**config.mk**
```make
export PLATFORM = sky130hd
export DESIGN_NAME = seg_7_reader
export DESIGN_NICKNAME = d
export VERILOG_FILES = /design/src/rtl/seg_7_reader_pkg.sv /design/src/rtl/seg_7_decode.sv /design/src/rtl/seg_7_reader.sv
export SDC_FILE = /design/constraint.sdc
export NUM_CORES = 1
export LEC_CHECK = 0
export CAP_MARGIN = 5
export CORE_ASPECT_RATIO = 1.2
export CORE_UTILIZATION = 30
export CTS_CLUSTER_DIAMETER = 150
export DETAILED_ROUTE_END_ITERATION = 8
export SLEW_MARGIN = 20
export SYNTH_ARGS = -nofsm -noshare
export SYNTH_HDL_FRONTEND = slang
export SYNTH_SLANG_ARGS = --single-unit
```
**constraint.sdc**
```tcl
create_clock -name clk -period 2.6 [get_ports clk]
set_clock_uncertainty 0.05 [all_clocks]
set_input_delay 0.39 -clock clk [delete_from_list [all_inputs] [get_ports clk]]
set_output_delay 0.39 -clock clk [all_outputs]
set_load 0.1 [all_outputs]
```
**src/rtl/seg_7_reader_pkg.sv**
```systemverilog
// Shared definitions for the seven-segment reader: glyph patterns (bit 6 = a ... bit 0 = g),
// FSM state encoding and the default settle length.
package seg_7_reader_pkg;

  localparam int unsigned STABLE_CYCLES_DEFAULT = 4;

  localparam logic [6:0] SEG_BLANK = 7'b0000000;
  localparam logic [6:0] SEG_0     = 7'b1111110;
  localparam logic [6:0] SEG_1     = 7'b0110000;
  localparam logic [6:0] SEG_2     = 7'b1101101;
  localparam logic [6:0] SEG_3     = 7'b1111001;
  localparam logic [6:0] SEG_4     = 7'b0110011;
  localparam logic [6:0] SEG_5     = 7'b1011011;
  localparam logic [6:0] SEG_6     = 7'b1011111;
  localparam logic [6:0] SEG_7     = 7'b1110000;
  localparam logic [6:0] SEG_8     = 7'b1111111;
  localparam logic [6:0] SEG_9     = 7'b1111011;
  localparam logic [6:0] SEG_A     = 7'b1110111;
  localparam logic [6:0] SEG_B     = 7'b0011111;
  localparam logic [6:0] SEG_C     = 7'b1001110;
  localparam logic [6:0] SEG_D     = 7'b0111101;
  localparam logic [6:0] SEG_E     = 7'b1001111;
  localparam logic [6:0] SEG_F     = 7'b1000111;

  typedef enum logic [1:0] {
    IDLE   = 2'd0,
    SETTLE = 2'd1,
    PEND   = 2'd2
  } state_e;

endpackage

```
**src/rtl/seg_7_decode.sv**
```systemverilog
// Combinational glyph-to-value decoder. Hex letters A..F decode as legal only when
// SEG7_HEX_EN is defined; otherwise they fall through to err = 1, digit = 0.
module seg_7_decode
  import seg_7_reader_pkg::*;
(
  input  logic [6:0] pattern_i,
  output logic [3:0] digit_o,
  output logic       err_o
);

  always_comb begin
    // NOTE: defaults first so every path assigns both outputs and no latch is inferred.
    digit_o = 4'd0;
    err_o   = 1'b0;
    unique case (pattern_i)
      SEG_0:   digit_o = 4'd0;
      SEG_1:   digit_o = 4'd1;
      SEG_2:   digit_o = 4'd2;
      SEG_3:   digit_o = 4'd3;
      SEG_4:   digit_o = 4'd4;
      SEG_5:   digit_o = 4'd5;
      SEG_6:   digit_o = 4'd6;
      SEG_7:   digit_o = 4'd7;
      SEG_8:   digit_o = 4'd8;
      SEG_9:   digit_o = 4'd9;
`ifdef SEG7_HEX_EN
      SEG_A:   digit_o = 4'd10;
      SEG_B:   digit_o = 4'd11;
      SEG_C:   digit_o = 4'd12;
      SEG_D:   digit_o = 4'd13;
      SEG_E:   digit_o = 4'd14;
      SEG_F:   digit_o = 4'd15;
`endif
      default: err_o   = 1'b1;
    endcase
  end

endmodule

```
**src/rtl/seg_7_reader.sv**
```systemverilog
// Debounced seven-segment reader: synchronizes seg_7, waits for STABLE_CYCLES identical
// samples, reports each new non-blank glyph once via a valid/ready handshake.
// Optional hex glyphs are enabled in seg_7_decode by SEG7_HEX_EN.
module seg_7_reader
  import seg_7_reader_pkg::*;
#(
  parameter int unsigned STABLE_CYCLES = STABLE_CYCLES_DEFAULT
) (
  input  logic       clk,
  input  logic       rst_n,
  input  logic [6:0] seg_7,
  input  logic       out_ready,
  input  logic       overrun_clr,
  output logic [3:0] digit,
  output logic       out_valid,
  output logic       err,
  output logic       overrun
);

  localparam logic [7:0] STABLE_CNT = 8'(STABLE_CYCLES);

  logic [6:0] s1_q, s2_q;
  logic [6:0] cand_q, cand_d;
  logic [6:0] last_q, last_d;
  logic [7:0] cnt_q, cnt_d;
  logic [3:0] digit_q, digit_d;
  logic       err_q, err_d;
  logic       valid_q, valid_d;
  logic       overrun_q, overrun_d;
  logic       overrun_set;
  state_e     state_q, state_d;

  logic [3:0] dec_digit;
  logic       dec_err;

  seg_7_decode u_decode (
    .pattern_i (cand_q),
    .digit_o   (dec_digit),
    .err_o     (dec_err)
  );

  always_comb begin
    state_d     = state_q;
    cand_d      = cand_q;
    cnt_d       = cnt_q;
    last_d      = last_q;
    digit_d     = digit_q;
    err_d       = err_q;
    valid_d     = valid_q;
    overrun_set = 1'b0;
    unique case (state_q)
      IDLE: begin
        if (s2_q != last_q) begin
          cand_d  = s2_q;
          cnt_d   = 8'd1;
          state_d = SETTLE;
        end
      end
      SETTLE: begin
        // A return to the last reported glyph is a glitch, not a new candidate.
        if (s2_q == last_q) begin
          state_d = IDLE;
        end else if (s2_q != cand_q) begin
          cand_d = s2_q;
          cnt_d  = 8'd1;
        end else if (cnt_q == STABLE_CNT) begin
          last_d = cand_q;
          if (cand_q == SEG_BLANK) begin
            state_d = IDLE;
          end else begin
            digit_d = dec_digit;
            err_d   = dec_err;
            valid_d = 1'b1;
            state_d = PEND;
          end
        end else begin
          cnt_d = cnt_q + 8'd1;
        end
      end
      PEND: begin
        overrun_set = (s2_q != last_q);
        if (out_ready) begin
          valid_d = 1'b0;
          state_d = IDLE;
        end
      end
      default: state_d = IDLE;
    endcase
    // Set wins over clear so a change during the clear cycle is never lost.
    overrun_d = overrun_set | (overrun_q & ~overrun_clr);
  end

  // NOTE: sequential state uses non-blocking assignments; every register here is small
  // control/data state, so all of it takes the asynchronous reset.
  always_ff @(posedge clk or negedge rst_n) begin
    if (!rst_n) begin
      s1_q      <= SEG_BLANK;
      s2_q      <= SEG_BLANK;
      cand_q    <= SEG_BLANK;
      last_q    <= SEG_BLANK;
      cnt_q     <= 8'd0;
      digit_q   <= 4'd0;
      err_q     <= 1'b0;
      valid_q   <= 1'b0;
      overrun_q <= 1'b0;
      state_q   <= IDLE;
    end else begin
      s1_q      <= seg_7;
      s2_q      <= s1_q;
      cand_q    <= cand_d;
      last_q    <= last_d;
      cnt_q     <= cnt_d;
      digit_q   <= digit_d;
      err_q     <= err_d;
      valid_q   <= valid_d;
      overrun_q <= overrun_d;
      state_q   <= state_d;
    end
  end

  assign digit     = digit_q;
  assign err       = err_q;
  assign out_valid = valid_q;
  assign overrun   = overrun_q;

endmodule

```
==> flow_summary.ini, run 1 <==
[status]
status = complete, no violations

[synth]
yosysTopAreaCell = dfrtp_1
synth.distinct_cells = 38
ys_seq_area_share_pct = 53.96
ys_seq_elements = 45
synth_top_area_share_pct = 53.96
async_reset_ff_share_pct = 100.0
netlist_area_um2 = 2087
synth_area_leaders = dfrtp_1, mux2_2, xnor2_1, inv_1, o22ai_1
synth_edf_count = 0
ys.warnings.count = 0
synthCells = 182
avgSynthCellArea_um2 = 11.47
syn-num-nets = 195
synth_ff_type = dfrtp_1

[placed_design]
dp_slack_ps = 515.2
portBuffers = 17
dp_hpwl_mm = 2.662
routabilityCongestion = 0.8382

[floorplan]
num_rows = 32
die_x_um = 78.14
initial_core_util_pct = 31.78
ios = 18
core_area_um2 = 6566
dieArea_um2 = 7296
fp.dieH_um = 93.37

[cts]
cts_resized = 0
cts_buffers = 5
numClockSinks = 45
clk_pin_slew_ps = 90
htree_levels = 2
clkLatencyLatePin_ps = 310
cts_tree = built
cts.path.max_buffers = 2
cts_hold_buf = 0
cts_setup_buffers = 0
cts_root_buf = clkbuf_8

[cells_and_area]
antenna_cells = 0
layout-drive-gt1-share_pct = 21.08
syn_to_final_growth_pct = 17.81
final_util_pct = 37.44
final_nets = 216

[critical_path]
crit_type = flip-flop to flip-flop
ff2ff_path_depth = 4
regToRegSetupSlack_ps = 560
start_kind = flip-flop
max_stage_delay_ps = 440
path_cells = nor4b_1 > nand3_1 > nor4_4 > mux2_2
crit_required_ps = 2740
crit_fanout = 7
r2r-end = last_q[1]$_DFFE_PN0P_
cp.arrival_ps = 2180
cp-end-kind = flip-flop
worst_path_max_delay_cell = dfrtp_1
r2r-start = cnt_q[4]$_DFFE_PN0P_

[global_routing]
grt_pass1_wl_mm = 6.389
grt_usage_pct = 11.67
overflow = 0
grt_start_max_net_pins = 25
antenna_found_initial = 0
grt_pass1_vias = 1325

[timing]
setup_viol = 0
worstMarginPinSlew_ps = 556.9
fmax_mhz = 490.5
hold_viol = 0
fin_crit_ps = 2039
slew-limit-headroom_pct = 62.87
rsz0062_at_grt = no
final_max_slew_viol_count = 0
finalCritPeriodShare_pct = 78.42
layout_setup_ws_ps = 561.2
tns_ps = 0

[routing]
ant_nets = 0
routedWlPerCell_um = 12.92
drtIter0Drc = 81
vias_per_cell = 4.734
drcViolationCount = 0
first_pass_iters = 4
dr_total_vias = 1368
wirelength_mm = 3.733

[power_and_ir_drop]
power.density_nw_per_um2 = 565.8
peakVddDrop_mv = 0.2199
p_leak_nw = 1.048
power_mw = 1.391

[hold_path]
hold_path_class = input pin to asynchronous set/reset pin

[job]
drv_cap = 0
==> cell usage after synthesis (2+ instances only) <==
cell      count
mux2_2       17
nand2_1       8
nor2_1        7
and3_1        3
nand2b_1      4
or3_1         2
xor2_1        3
nand4b_1      2
ha_1          2
nand3_1       4
mux2i_1       2
nand4_1       6
inv_1        16
o22ai_1       8
dfrtp_1      45
a21o_1        2
o21ai_0       4
a21oi_1       8
a211oi_1      2
clkbuf_1      2
buf_2         7
xnor2_1      12
==> worst max path at each step <==
stage                         start                     to  slack, ps
6_report       cnt_q[4]$_DFFE_PN0P_  last_q[1]$_DFFE_PN0P_        560
5_1_grt           s2_q[1]$_DFF_PN0_   cnt_q[6]$_DFFE_PN0P_        420
4_1_cts           s2_q[5]$_DFF_PN0_  last_q[1]$_DFFE_PN0P_        500
3_5_place_dp   cnt_q[4]$_DFFE_PN0P_  last_q[0]$_DFFE_PN0P_        520
3_3_place_gp   cnt_q[4]$_DFFE_PN0P_  last_q[1]$_DFFE_PN0P_        480
2_1_floorplan     s2_q[5]$_DFF_PN0_   digit[0]$_DFFE_PN0P_        720
==> cell families after synthesis <==
family                     synth area share (%)
DFF                                       53.96
adders and majority gates                 1.199
buffers and inverters                     4.916
AOI/OAI and AO/OA                         10.49
xor gates and xnor gates                  6.295
and+or+nand+nor                           13.01
muxes                                     10.13
==> metrics by stage <==
step	hold WS, ps	std cells	cell area, um^2
after global routing	48.24	289	2459
after floorplan	44.41	182	2087
after detailed placement	287.3	281	2344
after CTS	35.77	289	2459
after global placement	283.0	281	2344
final	12.13	289	2459
==> where the power goes <==
group          internal, mW  leakage (nW)  switching [mW]
logic                0.0489         0.424          0.0550
clock network         0.288        0.0543           0.256
registers             0.720         0.570          0.0239
==> layout by cell type (no fill, tap or decap), drive strengths merged, types with 2 or more instances in the layout <==
cell type and count:
a211oi 2, a21o 2, a21oi 8, and3 3
buf 14, clkbuf 5, clkdlybuf4s50 9, dfrtp 45
ha 2, inv 16, mux2 17, mux2i 2
nand2 8, nand2b 4, nand3 4, nand4 6
nand4b 3, nor2 7, nor4 2, o21ai 4
o22ai 8, or3 2, xnor2 12, xor2 3
==> registers in the layout, indices dropped and copies added, names as in the netlist <==
name,count
digit,4
state_q,2
cand_q,7
cnt_q,8
overrun,1
s1_q,7
last_q,7
out_valid,1
s2_q,7
err,1
==> worst max-delay path: cells and delay by family, from the launching register on <==
kind	cells	cell delay, ps
simple gates	3	1030
flops	1	440
mux	1	390
==> per-layer routing <==
layer	GRT usage (%)	part of all wire, %	vias to the layer above
li1	-	-	672
met1	15.15	47	664
met2	17.91	47	27
met3	3.512	3.9	5
met4	5.093	2.1	0
met5	0	0	-
==> area by class of cell <==
| cell class | instances | area, um^2 |
|---|---|---|
| timing repair buffer | 23 | 192.7 |
| clock buffer | 5 | 68.82 |
| clock inverter | 3 | 46.29 |
| tap | 85 | 106.4 |
| inverter | 16 | 60.06 |
| multi-input combinational | 112 | 858.3 |
| sequential | 45 | 1126 |
| fill | 669 | 4108 |
No activity file was read; power rests on OpenSTA's default activity.
==> inputs of run 2 (changes only) <==
==> constraint.sdc (replaced) <==
create_clock -name clk -period 1.7 [get_ports clk]
set_clock_uncertainty 0.05 [all_clocks]
set_input_delay 0.255 -clock clk [delete_from_list [all_inputs] [get_ports clk]]
set_output_delay 0.255 -clock clk [all_outputs]
set_load 0.1 [all_outputs]
==> run 2 against run 1 <==
Against the previous run: the run now ends with negative setup slack left; highest routed layer unchanged; non-clock buffer count grew 31; final area grew 21%; routed wire length grew 14%; sequential share of layout area shrank 7.9 points; count of clock-buffer cells in the layout grew 1; register-to-register slack lost 790 ps; critical path type unchanged; combinational power grew 120%; clock power grew 56%; first-iteration DRC count grew 21%; worst setup slack lost 790 ps; sequential power grew 51%.
==> flow_summary.ini, run 2 (synthesis gave the netlist of run 1 again) <==
[status]
status = complete, but fails checks
failed_checks = negative setup slack

[cts]
numClockSinks = 45
htree_levels = 2
cts_root_buf = clkbuf_8
cts_tree = built
clkLatencyLatePin_ps = 300
cts.path.max_buffers = 2
clk_pin_slew_ps = 90
cts_buffers = 5

[timing]
rsz0062_at_grt = yes
fmax_mhz = 519.2
finalCritPeriodShare_pct = 113.3
hold_viol = 0
slew-limit-headroom_pct = 71.93
worstMarginPinSlew_ps = 417.2
fin_crit_ps = 1926
layout_setup_ws_ps = -226.0
setup_viol = 30
final_max_slew_viol_count = 0

[cells_and_area]
syn_to_final_growth_pct = 42.39
layout_commonest_cell = dfrtp_1
final_cell_mix = dfrtp_1, buf_4, inv_1
top_register = cnt_q
final_nets = 247
antenna_cells = 0
largest_reg_flops = 8
layout-drive-gt1-share_pct = 38.72
fin_cells = 320

[hold_path]
hold_path_class = flip-flop to flip-flop

[floorplan]
dieArea_um2 = 7296
ios = 18
fp.dieH_um = 93.37
num_rows = 32
initial_core_util_pct = 31.78
die_x_um = 78.14
core_area_um2 = 6566

[placed_design]
placed_cells = 304
dp_hpwl_mm = 2.815
portBuffers = 17
routabilityCongestion = 0.7653

[global_routing]
overflow = 0
grt_pass1_wl_mm = 7.065
grt_usage_pct = 12.61
grt_start_max_net_pins = 46
antenna_found_initial = 0
grt_pass1_vias = 1524

[critical_path]
crit_family = simple AND/OR/NAND/NOR gates
start_kind = flip-flop
regToRegSetupSlack_ps = -230
cp.arrival_ps = 2060
crit_fanout = 7
cp-end-kind = flip-flop
crit_buf_inv = 2
crit_required_ps = 1830
path_cells = xnor2_1 > nand4_1 > o41ai_4 > buf_4 > nor4_4 > buf_6 > mux2_2
crit_type = flip-flop to flip-flop
worst_path_max_delay_cell = dfrtp_1
max_stage_delay_ps = 400

[power_and_ir_drop]
p_leak_nw = 1.340
power_mw = 2.204
peakVddDrop_mv = 0.5260
power.density_nw_per_um2 = 741.7

[routing]
drcViolationCount = 0
dr_total_vias = 1547
first_pass_iters = 4
vias_per_cell = 4.834
drtIter0Drc = 98
wirelength_mm = 4.271
routedWlPerCell_um = 13.35
ant_nets = 0

[job]
drv_cap = 0
==> run 2: where the power goes <==
group	leakage [nW]	switching [mW]	internal, mW	total, mW
Combinational	0.713	0.116	0.116	0.232
Sequential	0.570	0.0217	1.10	1.12
Clock	0.0574	0.371	0.478	0.849
Total	1.34	0.509	1.70	2.20
==> run 2: repair_timing <==
action / CTS / global route
setup buffers: 3 / 5
hold endpoints to repair: 45 / 0
pin swaps: 5 / 8
gates resized for setup: 12 / 18
endpoints found under the setup margin: 30 / 30
hold buffers: 1 / 0
==> run 2: per-layer routing <==
layer	wire [um]	part of all wire, %	GRT usage (%)	vias up
li1	-	-	-	734
met1	1798	42	15.22	775
met2	2270	53	21.49	32
met3	130	3.0	3.024	6
met4	72	1.7	5.093	0
met5	0	0	0	-
==> run 2: final timing paths <==
kind | from | end | cells past startpoint
worst max-delay path | last_q[3]$_DFFE_PN0P_ | last_q[2]$_DFFE_PN0P_ | 7
worst min-delay path | s1_q[4]$_DFF_PN0_ | s2_q[4]$_DFF_PN0_ | 0
worst max register to register | last_q[3]$_DFFE_PN0P_ | last_q[2]$_DFFE_PN0P_ | 7
worst min register to register | s1_q[4]$_DFF_PN0_ | s2_q[4]$_DFF_PN0_ | 0
max in group asynchronous | rst_n | cnt_q[0]$_DFFE_PN0P_ | 3
min in group asynchronous | rst_n | s1_q[6]$_DFF_PN0_ | 3
==> run 2: layout make-up <==
cell class	count	area [um^2]
Inverter	16	60.06
Timing Repair Buffer	54	546.8
Clock inverter	2	37.54
Sequential cell	45	1126
Tap cell	85	106.4
Clock buffer	6	82.58
Fill cell	616	3595
Multi-Input combinational cell	112	1012
==> run 2: stage by stage <==
step	hold WS (ps)	util [%]	setup TNS [ps]	area (um^2)	worst slack, ps
floorplan	-90.59	-	-1770	2115	-157.4
global placement	201.6	40.13	-4021	2635	-191.6
detailed placement	205.8	40.13	-5093	2635	-243.5
CTS	310.0	43.35	-4327	2846	-197.2
global route	320.3	45.26	-8134	2972	-301.3
finish	304.3	45.26	-5527	2972	-226.0
